==> src/rtl/stopwatch_display_if.sv <==
// Bundle between the stopwatch core and its display back-end: the centisecond
// count in, and the decoded digits, segment patterns and status out.
interface stopwatch_display_if;
    logic [18:0] time_in;
    logic [23:0] bcd_out;
    logic [6:0]  hex5;
    logic [6:0]  hex4;
    logic [6:0]  hex3;
    logic [6:0]  hex2;
    logic [6:0]  hex1;
    logic [6:0]  hex0;
    logic        busy;
    logic        done;
    logic        ovf;

    modport master (
        output time_in,
        input  bcd_out, hex5, hex4, hex3, hex2, hex1, hex0, busy, done, ovf
    );

    modport slave (
        input  time_in,
        output bcd_out, hex5, hex4, hex3, hex2, hex1, hex0, busy, done, ovf
    );
endinterface

==> src/rtl/stopwatch_display.sv <==
// Converts a centisecond count into MM:SS.cc digits using fixed-latency
// restoring dividers, then drives six seven-segment digits.
module stopwatch_display #(
    parameter bit          SEG_ACTIVE_LOW = 1'b1,
    parameter int unsigned MAX_CS         = 360000
) (
    input logic                clk,
    input logic                rst,
    stopwatch_display_if.slave bus
);

    localparam logic [2:0] IDLE    = 3'd0;
    localparam logic [2:0] DIV_MIN = 3'd1;
    localparam logic [2:0] DIV_SEC = 3'd2;
    localparam logic [2:0] DIGITS  = 3'd3;
    localparam logic [2:0] DONE    = 3'd4;

    localparam logic [6:0] SEG_OFF  = SEG_ACTIVE_LOW ? 7'h7F : 7'h00;
    localparam logic [6:0] SEG_DASH = SEG_ACTIVE_LOW ? 7'h3F : 7'h40;

    function automatic logic [6:0] seg_code(input logic [3:0] d);
        logic [6:0] c;
        case (d)
            4'd0:    c = 7'h40;
            4'd1:    c = 7'h79;
            4'd2:    c = 7'h24;
            4'd3:    c = 7'h30;
            4'd4:    c = 7'h19;
            4'd5:    c = 7'h12;
            4'd6:    c = 7'h02;
            4'd7:    c = 7'h78;
            4'd8:    c = 7'h00;
            4'd9:    c = 7'h10;
            default: c = 7'h7F;
        endcase
        return SEG_ACTIVE_LOW ? c : ~c;
    endfunction

    // One restoring step of a 7-bit divide-by-10: returns {quotient, remainder}.
    function automatic logic [10:0] div10_step(input logic [6:0] q, input logic [3:0] r);
        logic [4:0] t;
        logic       ge;
        t  = {r, q[6]};
        ge = (t >= 5'd10);
        return {q[5:0], ge, (ge ? 4'(t - 5'd10) : t[3:0])};
    endfunction

    logic [2:0]  state;
    logic        first;
    logic [18:0] last_val;
    logic [18:0] work;
    logic [12:0] rem;
    logic [4:0]  cnt;
    logic        ovf_pend;
    logic [6:0]  min_q;
    logic [6:0]  sec_q;
    logic [6:0]  cs_q;
    logic [3:0]  min_r;
    logic [3:0]  sec_r;
    logic [3:0]  cs_r;

    logic [13:0] divisor;
    logic [13:0] trial;
    logic        q_bit;
    logic [12:0] rem_next;
    logic [18:0] work_next;
    logic [10:0] min_step;
    logic [10:0] sec_step;
    logic [10:0] cs_step;

    // Shared long-division datapath: the dividend shifts out of the top of
    // work while quotient bits shift into the bottom.
    always_comb begin
        divisor   = (state == DIV_MIN) ? 14'd6000 : 14'd100;
        trial     = {rem, work[18]};
        q_bit     = (trial >= divisor);
        rem_next  = q_bit ? 13'(trial - divisor) : trial[12:0];
        work_next = {work[17:0], q_bit};
        min_step  = div10_step(min_q, min_r);
        sec_step  = div10_step(sec_q, sec_r);
        cs_step   = div10_step(cs_q, cs_r);
    end

    always_ff @(posedge clk or negedge rst) begin
        if (!rst) begin
            state       <= IDLE;
            first       <= 1'b1;
            last_val    <= '0;
            work        <= '0;
            rem         <= '0;
            cnt         <= '0;
            ovf_pend    <= 1'b0;
            min_q       <= '0;
            sec_q       <= '0;
            cs_q        <= '0;
            min_r       <= '0;
            sec_r       <= '0;
            cs_r        <= '0;
            bus.bcd_out <= '0;
            bus.hex5    <= SEG_OFF;
            bus.hex4    <= SEG_OFF;
            bus.hex3    <= SEG_OFF;
            bus.hex2    <= SEG_OFF;
            bus.hex1    <= SEG_OFF;
            bus.hex0    <= SEG_OFF;
            bus.busy    <= 1'b0;
            bus.done    <= 1'b0;
            bus.ovf     <= 1'b0;
        end else begin
            bus.done <= 1'b0;
            case (state)
                IDLE: begin
                    if (first || (bus.time_in != last_val)) begin
                        work     <= bus.time_in;
                        last_val <= bus.time_in;
                        first    <= 1'b0;
                        ovf_pend <= (32'(bus.time_in) >= MAX_CS);
                        rem      <= '0;
                        cnt      <= '0;
                        bus.busy <= 1'b1;
                        state    <= DIV_MIN;
                    end
                end
                DIV_MIN: begin
                    work <= work_next;
                    rem  <= rem_next;
                    cnt  <= cnt + 5'd1;
                    // Last minute bit: stash minutes and park the remainder at
                    // the top of work so the seconds divide reuses the datapath.
                    if (cnt == 5'd18) begin
                        min_q <= {1'b0, work[4:0], q_bit};
                        work  <= {rem_next, 6'd0};
                        rem   <= '0;
                        cnt   <= '0;
                        state <= DIV_SEC;
                    end
                end
                DIV_SEC: begin
                    work <= work_next;
                    rem  <= rem_next;
                    cnt  <= cnt + 5'd1;
                    if (cnt == 5'd12) begin
                        sec_q <= {work[5:0], q_bit};
                        cs_q  <= rem_next[6:0];
                        min_r <= '0;
                        sec_r <= '0;
                        cs_r  <= '0;
                        cnt   <= '0;
                        state <= DIGITS;
                    end
                end
                DIGITS: begin
                    {min_q, min_r} <= min_step;
                    {sec_q, sec_r} <= sec_step;
                    {cs_q, cs_r}   <= cs_step;
                    cnt            <= cnt + 5'd1;
                    if (cnt == 5'd6) begin
                        state <= DONE;
                    end
                end
                DONE: begin
                    if (ovf_pend) begin
                        bus.bcd_out <= 24'hFFFFFF;
                        bus.hex5    <= SEG_DASH;
                        bus.hex4    <= SEG_DASH;
                        bus.hex3    <= SEG_DASH;
                        bus.hex2    <= SEG_DASH;
                        bus.hex1    <= SEG_DASH;
                        bus.hex0    <= SEG_DASH;
                    end else begin
                        bus.bcd_out <= {min_q[3:0], min_r, sec_q[3:0], sec_r, cs_q[3:0], cs_r};
                        bus.hex5    <= seg_code(min_q[3:0]);
                        bus.hex4    <= seg_code(min_r);
                        bus.hex3    <= seg_code(sec_q[3:0]);
                        bus.hex2    <= seg_code(sec_r);
                        bus.hex1    <= seg_code(cs_q[3:0]);
                        bus.hex0    <= seg_code(cs_r);
                    end
                    bus.ovf  <= ovf_pend;
                    bus.done <= 1'b1;
                    bus.busy <= 1'b0;
                    state    <= IDLE;
                end
                default: state <= IDLE;
            endcase
        end
    end

endmodule

==> src/flat_wrapper.sv <==
// flat-port wrapper written by rule: the top's interface ports become plain ports
module stopwatch_display_flat 
#(
    parameter bit          SEG_ACTIVE_LOW = 1'b1,
    parameter int unsigned MAX_CS         = 360000
)
  (clk, rst, bus_time_in, bus_bcd_out, bus_hex5, bus_hex4, bus_hex3, bus_hex2, bus_hex1, bus_hex0, bus_busy, bus_done, bus_ovf);
  stopwatch_display_if bus_i ();
  input logic clk;
  input logic rst;
  input wire logic [$bits(bus_i.time_in)-1:0] bus_time_in;
  output wire logic [$bits(bus_i.bcd_out)-1:0] bus_bcd_out;
  output wire logic [$bits(bus_i.hex5)-1:0] bus_hex5;
  output wire logic [$bits(bus_i.hex4)-1:0] bus_hex4;
  output wire logic [$bits(bus_i.hex3)-1:0] bus_hex3;
  output wire logic [$bits(bus_i.hex2)-1:0] bus_hex2;
  output wire logic [$bits(bus_i.hex1)-1:0] bus_hex1;
  output wire logic [$bits(bus_i.hex0)-1:0] bus_hex0;
  output wire logic [$bits(bus_i.busy)-1:0] bus_busy;
  output wire logic [$bits(bus_i.done)-1:0] bus_done;
  output wire logic [$bits(bus_i.ovf)-1:0] bus_ovf;
  assign bus_i.time_in = bus_time_in;
  assign bus_bcd_out = bus_i.bcd_out;
  assign bus_hex5 = bus_i.hex5;
  assign bus_hex4 = bus_i.hex4;
  assign bus_hex3 = bus_i.hex3;
  assign bus_hex2 = bus_i.hex2;
  assign bus_hex1 = bus_i.hex1;
  assign bus_hex0 = bus_i.hex0;
  assign bus_busy = bus_i.busy;
  assign bus_done = bus_i.done;
  assign bus_ovf = bus_i.ovf;
  stopwatch_display #(.SEG_ACTIVE_LOW(SEG_ACTIVE_LOW), .MAX_CS(MAX_CS)) u_core (.clk(clk), .rst(rst), .bus(bus_i));
endmodule
==> config.mk <==
export PLATFORM = sky130hd
export DESIGN_NAME = stopwatch_display_flat
export DESIGN_NICKNAME = d
export VERILOG_FILES = /design/src/rtl/stopwatch_display_if.sv /design/src/rtl/stopwatch_display.sv /design/src/flat_wrapper.sv
export SDC_FILE = /design/constraint.sdc
export NUM_CORES = 1
export LEC_CHECK = 0
export ABC_CLOCK_PERIOD_IN_PS = 2800
export CAP_MARGIN = 20
export CORE_MARGIN = 5
export CORE_UTILIZATION = 58
export CTS_CLUSTER_SIZE = 20
export DETAILED_ROUTE_END_ITERATION = 16
export DONT_BUFFER_PORTS = 1
export PLACE_DENSITY_LB_ADDON = 0.3
export REMOVE_ABC_BUFFERS = 1
export SLEW_MARGIN = 20
export SYNTH_ARGS = -nofsm -noshare
export SYNTH_HDL_FRONTEND = slang
export SYNTH_SLANG_ARGS = --single-unit
==> constraint.sdc <==
create_clock -name clk -period 2.8 [get_ports clk]
set_clock_uncertainty 0.1 [all_clocks]
set_input_delay 0.28 -clock clk [delete_from_list [all_inputs] [get_ports clk]]
set_output_delay 0.28 -clock clk [all_outputs]
set_load 0.02 [all_outputs]
; ---- After elaboration in Yosys (flattened, before gate mapping)
; Memory sizes are Yosys's and may differ from the RTL's.
; Cells that the tools add are included.
[totals]
register_bits = 163
romBits = 672
input_bits = 21
out_inout_bits = 69
wordCells = 105
memories = 6
[op_classes]
n_addsub = 5
n_lt_le_gt_ge = 5
n_eq_ne = 12
n_mux = 40
reduce_logical = 14
[memory_table]
columns = memory, words, width, read_ports, rd_clocked_by_memory_dff, wr, line_no
row1 = (name not given), 16, 7, 1, 0, 0, stopwatch_display.sv:23  ; case (d)
row2 = (name not given), 16, 7, 1, 0, 0, stopwatch_display.sv:23
row3 = (name not given), 16, 7, 1, 0, 0, stopwatch_display.sv:23
row4 = (name not given), 16, 7, 1, 0, 0, stopwatch_display.sv:23
row5 = (name not given), 16, 7, 1, 0, 0, stopwatch_display.sv:23
row6 = (name not given), 16, 7, 1, 0, 0, stopwatch_display.sv:23
[op_table]
columns = operator, n
row1 = 2-to-1 mux 7 bit, 9
row2 = case mux 19 bit (3 select lines), 1
row3 = 2-to-1 mux 13 bit, 4
row4 = case mux 7 bit (2 select lines), 3
row5 = case mux 13 bit (3 select lines), 1
row6 = 2-to-1 mux 19 bit, 2
row7 = 2-to-1 mux 24 bit, 1
row8 = case mux 4 bit (2 select lines), 3
row9 = case mux 5 bit (4 select lines), 1
row10 = >= comparator 19 bit (second input constant), 1
row11 = inequality test 19 bit, 1
row12 = 2-to-1 mux 4 bit, 4
row13 = >= comparator 5 x 4 -> 1 bit (second input constant), 3
row14 = 2-to-1 mux 5 bit, 3
row15 = >= comparator 14 x 13 -> 1 bit, 1
row16 = subtractor 13 bit, 1
row17 = 2-to-1 mux 3 bit, 4
row18 = case mux 3 bit (4 select lines), 1
row19 = AND reduction 2 bit, 6
row20 = subtractor 4 bit (second input constant), 3
row21 = == test 3 x 2 -> 1 bit (second input constant), 2
row22 = inequality test 2 x 1 -> 1 bit (second input constant), 3
row23 = nonzero test 2 bit, 3
row24 = adder 5 x 1 -> 5 bit (second input constant), 1
row25 = 13 further kinds, 14

; ---- Logic depth before layout (Yosys ltp)
[depth]
depth_word = 6
mapped_depth = 12
ltp_nobuf = 10

; ---- Least setup slack after synthesis
; OpenSTA, ideal clock, no wires.
[synth_timing]
path_kind = register to register
from = reg u_core.state[2]
to = reg u_core.cs_q[2]
setup_time_ns = 0.126
t_arrival_ns = 2.824
required_time_ns = 2.574
slack_ns = -0.250
path_stages_with_launch = 12
n_path_buf = 1
synth_period_minus_slack_ns = 3.050
path_cell_list = dfrtp_1 > clkbuf_1 > nor2b_1 > nand2b_1 > ha_1 > ha_1 > nor2b_1 > a211oi_1 > nor3_1 > o21ai_0 > a21boi_0 > a221o_1
[synth_between]
elab_chain_len = 6
word_cells_on_any_way = 12
cone_classes = add/sub (1) / order compare (1) / eq/ne (4) / mux (4) / reduce/logical (2)
[synth_lines]
columns = element, line_no
row1 = "start, declared", stopwatch_display.sv:48  ; logic [2:0] state;
row2 = "start signal, assigned", stopwatch_display.sv:86  ; state <= IDLE;
row3 = "start signal, assigned", stopwatch_display.sv:121  ; state <= DIV_MIN;
row4 = "start signal, assigned", stopwatch_display.sv:135  ; state <= DIV_SEC;
row5 = == test 3 x 1 -> 1 bit, stopwatch_display.sv:74  ; divisor = (state == DIV_MIN) ? 14'd6000 : 14'd100;
row6 = 2-to-1 mux 13 bit, stopwatch_display.sv:74
row7 = subtractor 13 bit / >= comparator 14 x 13 -> 1 bit (equally long branches), "stopwatch_display.sv:77, stopwatch_display.sv:76"
row8 = 2-to-1 mux 13 bit, stopwatch_display.sv:77  ; rem_next = q_bit ? 13'(trial - divisor) : trial[12:0];
row9 = 2-to-1 mux 7 bit, stopwatch_display.sv:142  ; if (cnt == 5'd12) begin
row10 = case mux 7 bit (2 select lines), stopwatch_display.sv:111  ; case (state)
row11 = "end signal, assigned", stopwatch_display.sv:144  ; cs_q <= rem_next[6:0];
row12 = "end signal, assigned", stopwatch_display.sv:155  ; {cs_q, cs_r} <= cs_step;
row13 = "end, declared", stopwatch_display.sv:57  ; logic [6:0] cs_q;
; Parallel ways exist; a longest one is shown, timed or not. The select of a mux whose other input is x is not followed.
; A chain may end at the register's enable or synchronous reset.

; ---- Worst setup path after layout
[layout_timing]
from = reg u_core.state[2]
to = reg u_core.rem[11]
[layout_between]
elab_chain_len = 6
word_cells_on_any_way = 12
cone_classes = add/sub (1) / order compare (1) / eq/ne (3) / mux (4) / reduce/logical (3)
[layout_lines]
columns = element, line_no
row1 = == test 3 x 1 -> 1 bit, "stopwatch_display.sv:74, stopwatch_display.sv:111"
row2 = 2-to-1 mux 13 bit, stopwatch_display.sv:74
row3 = subtractor 13 bit / >= comparator 14 x 13 -> 1 bit (equally long branches), "stopwatch_display.sv:77, stopwatch_display.sv:76"
row4 = 2-to-1 mux 13 bit, stopwatch_display.sv:77
row5 = 2-to-1 mux 13 bit, stopwatch_display.sv:130  ; if (cnt == 5'd18) begin
row6 = case mux 13 bit (3 select lines), stopwatch_display.sv:111
row7 = "end signal, assigned", stopwatch_display.sv:126  ; rem <= rem_next;
row8 = "end signal, assigned", stopwatch_display.sv:140  ; rem <= rem_next;
row9 = "end, declared", stopwatch_display.sv:52  ; logic [12:0] rem;
; Parallel ways exist; a longest one is shown, timed or not.

==> reports/qor.csv <==
metric;value;unit
die area;17700;sq um
Longest Clk Path Bufs;2;
min-delay worst type;input pin to async pin;
Crit. End Element;flop;
HPWL after DPL;14.6;mm
Top Family by Delay on Critical Path;compound AO/OA/AOI/OAI gates;
H-Tree Depth;4;
Skew-Pair Late Insertion Delay;0.43;ns
Worst EP required;3.01;ns
DR DRC count;0;
Final Power;0.00781;W
Worst Tran Pin Value;0.775;ns
Initial DRC Count;707;
Post-Syn Area;8810;sq um
top cells by area, synth;dfrtp_1 34%, dfstp_2 13%, nand2_1 5.9%, ha_1 5.7%, o21ai_0 5.3%;
hold-fix buffer count after cts;15;
First-pass DRT Iterations;8;
Worst Path Max Fanout;6;
Final nets;1038;
Fillers;1186;
syn_area_per_cell;9.17;sq um
post-synthesis sequential area ratio;46.9;%
most common cell after layout, fill and taps aside;nand2_1;
Initial Util;58.6;%
vias in the first global route;7135;
most frequent CP cell;buf_4;
Final setup viols;0;
# diodes;0;
Antenna Nets Post-Route;0;
power per standard cell area;782;nW/um^2
Final Max Tran Viols;0;
Yosys warning total;0;
fin crit period;2.65;ns
crit-path cells;nor2b_4 > nand2b_4 > buf_4 > ha_1 > and3b_1 > a221o_1 > buf_4 > o211a_1 > buf_4 > xnor2_1 > o21ai_0;
kind of critical path;flop to flop;
core area;15000;sq um
worst vdd ir;0.561;mV
top-area cell type share of the netlist area;34.1;%
worst hold slack;-0.554;ns
initial antenna violation count;0;
CTS clock-pin slew for the worst setup and hold paths;0.07;ns
DRT Wirelength;22.4;mm
clock sink total;163;
FF+latch count, synth;163;
failing checks;hold timing;
Placement Rows;45;
GRT overflow;0;
Max-cap violations;0;
highest cell delay on the worst timing path;0.40;ns
Port Buffer Count;0;
Ports;90;
number of vias per cell;6.14;
Synth Instances;960;
most frequent cells in the layout;138 x nand2_1, 120 x dfrtp_1, 92 x o21ai_0;
fmax;378;MHz
first-pass GRT wire length;36.4;mm
crit path buf inv count;3;
Most used DFF post-synth;dfrtp_1;
number of flops mapped to enable cells by yosys;0;
area grow syn2layout;13.4;%
post-synthesis cell type count;61;
CP Launch Type;flop;
FFs w/ async S/R, synth;100;%
arrival time worst endpoint;2.85;ns
Die W;133;microns
GRT Total Usage;25.2;%
RSZ-0062 raised after global routing;false;
CTS tree;yes;
die height;133;microns
area leader, netlist;dfrtp_1;
leakage power;4.57;nW
vias;7238;
final hold violation count;163;
status;complete, but fails checks;
Fin Setup TNS;0;ns
DR WL/cell;19.1;microns
Clock Tree Root;clkbuf_16;
largest net degree at the start of global routing;164;
Placer Congestion;0.935;
fraction of layout cells with a size suffix above 1;14.6;%
Crit-path slowest cell;dfrtp_1;
relative slew slack;48.2;%
Num CTS Buffers;17;
period utilisation layout;94.6;%
-- cell families (layout without fill, tap and decap cells) --
group / count (synthesis) / after routing / synth area share, %
buf+inv: 103 / 133 / 4.52
flops: 163 / 163 / 46.9
simple gates: 304 / 304 / 15.3
xor+xnor: 31 / 31 / 3.08
fa+ha+maj: 40 / 40 / 5.68
mux: 17 / 17 / 2.10
compound gates: 302 / 302 / 22.4
-- synthesized netlist by cell type (all sizes together), types with 6 or more instances --
cell type  number
ha             40
o31ai           7
a221o          13
xnor2          12
a222oi          7
o22a            8
dfrtp         120
nand2b          9
and2            9
a221oi          6
nand2         138
mux2           12
inv            45
buf             9
nor2b          14
o21ai          93
dfstp          43
a21oi          75
nor3            9
clkbuf         47
a22oi           8
o22ai          19
a22o            6
xor2           19
nand3           7
nor2           86
a21o           11
o221ai          6
-- metrics by stage --
| step | worst slack [ns] | area [sq um] | cells | utilization (%) |
|---|---|---|---|---|
| 5_1_grt | 0.0205 | 9980 | 1178 | 66.4 |
| 3_5_place_dp | -0.0217 | 9120 | 1130 | 60.7 |
| 2_1_floorplan | -0.758 | 8590 | 904 | - |
| 6_report | 0.152 | 9980 | 1178 | 66.4 |
| 4_1_cts | 0.0122 | 9930 | 1178 | 66.0 |
| 3_3_place_gp | 0.0315 | 9120 | 1130 | 60.7 |
-- path summary, 6_finish.rpt --
check	depth (start not counted)	slack, ns	endpoint	start
setup / recovery	11	0.15	u_core.rem[11]	u_core.state[2]
hold / removal	0	-0.55	u_core.rem[10]	rst
setup reg to reg	11	0.15	u_core.rem[11]	u_core.state[2]
hold reg to reg	1	0.38	u_core.rem[12]	u_core.rem[12]
max in group asynchronous	0	2.79	u_core.bus.hex4[2]	rst
min in group clk	2	0.01	u_core.work[15]	bus_time_in[15]
-- where the power goes --
group	total [W]	internal, W	switching [W]
combinational	0.00239	0.00116	0.00123
clock	0.00251	0.00159	0.000921
sequential	0.00291	0.00260	0.000312
-- routing by layer --
| metal | part of all wire, % | up-vias | global-route usage, % |
|---|---|---|---|
| li1 | - | 3415 | - |
| met1 | 44 | 3535 | 33.8 |
| met2 | 47 | 238 | 39.6 |
| met3 | 6.7 | 50 | 6.38 |
| met4 | 2.8 | 0 | 9.89 |
| met5 | 0 | - | 0 |
-- final cells by class --
type / count / area, sq um / area share (%)
Inverter: 47 / 176 / 1.77
Timing Repair Buffer: 54 / 455 / 4.56
Clock inverter: 8 / 148 / 1.48
Multi-Input combinational cell: 694 / 4350 / 43.5
Clock buffer: 24 / 492 / 4.92
Sequential cell: 163 / 4130 / 41.4
Tap cell: 188 / 235 / 2.36
-- timing repair --
item / 4_1_cts / 5_1_grt
gates resized for setup: 3 / 12
pin swaps: 0 / 2
setup buffers: 1 / 0
gates cloned: 0 / 0
endpoints found under the hold margin: 184 / 163
endpoints found under the setup margin: 8 / 28
-- state kept, by name (all words and copies together) (netlist names), 3 cells and up --
signal	cells
u_core.bus.bcd_out	24
u_core.sec_r	4
u_core.bus.hex5	7
u_core.work	19
u_core.bus.hex3	7
u_core.bus.hex4	7
u_core.bus.hex0	7
u_core.cnt	5
u_core.bus.hex2	7
u_core.min_q	7
u_core.cs_q	7
u_core.cs_r	4
u_core.rem	13
u_core.bus.hex1	7
u_core.state	3
u_core.last_val	19
u_core.min_r	4
u_core.sec_q	7
Power figures use the tool's default switching activity.
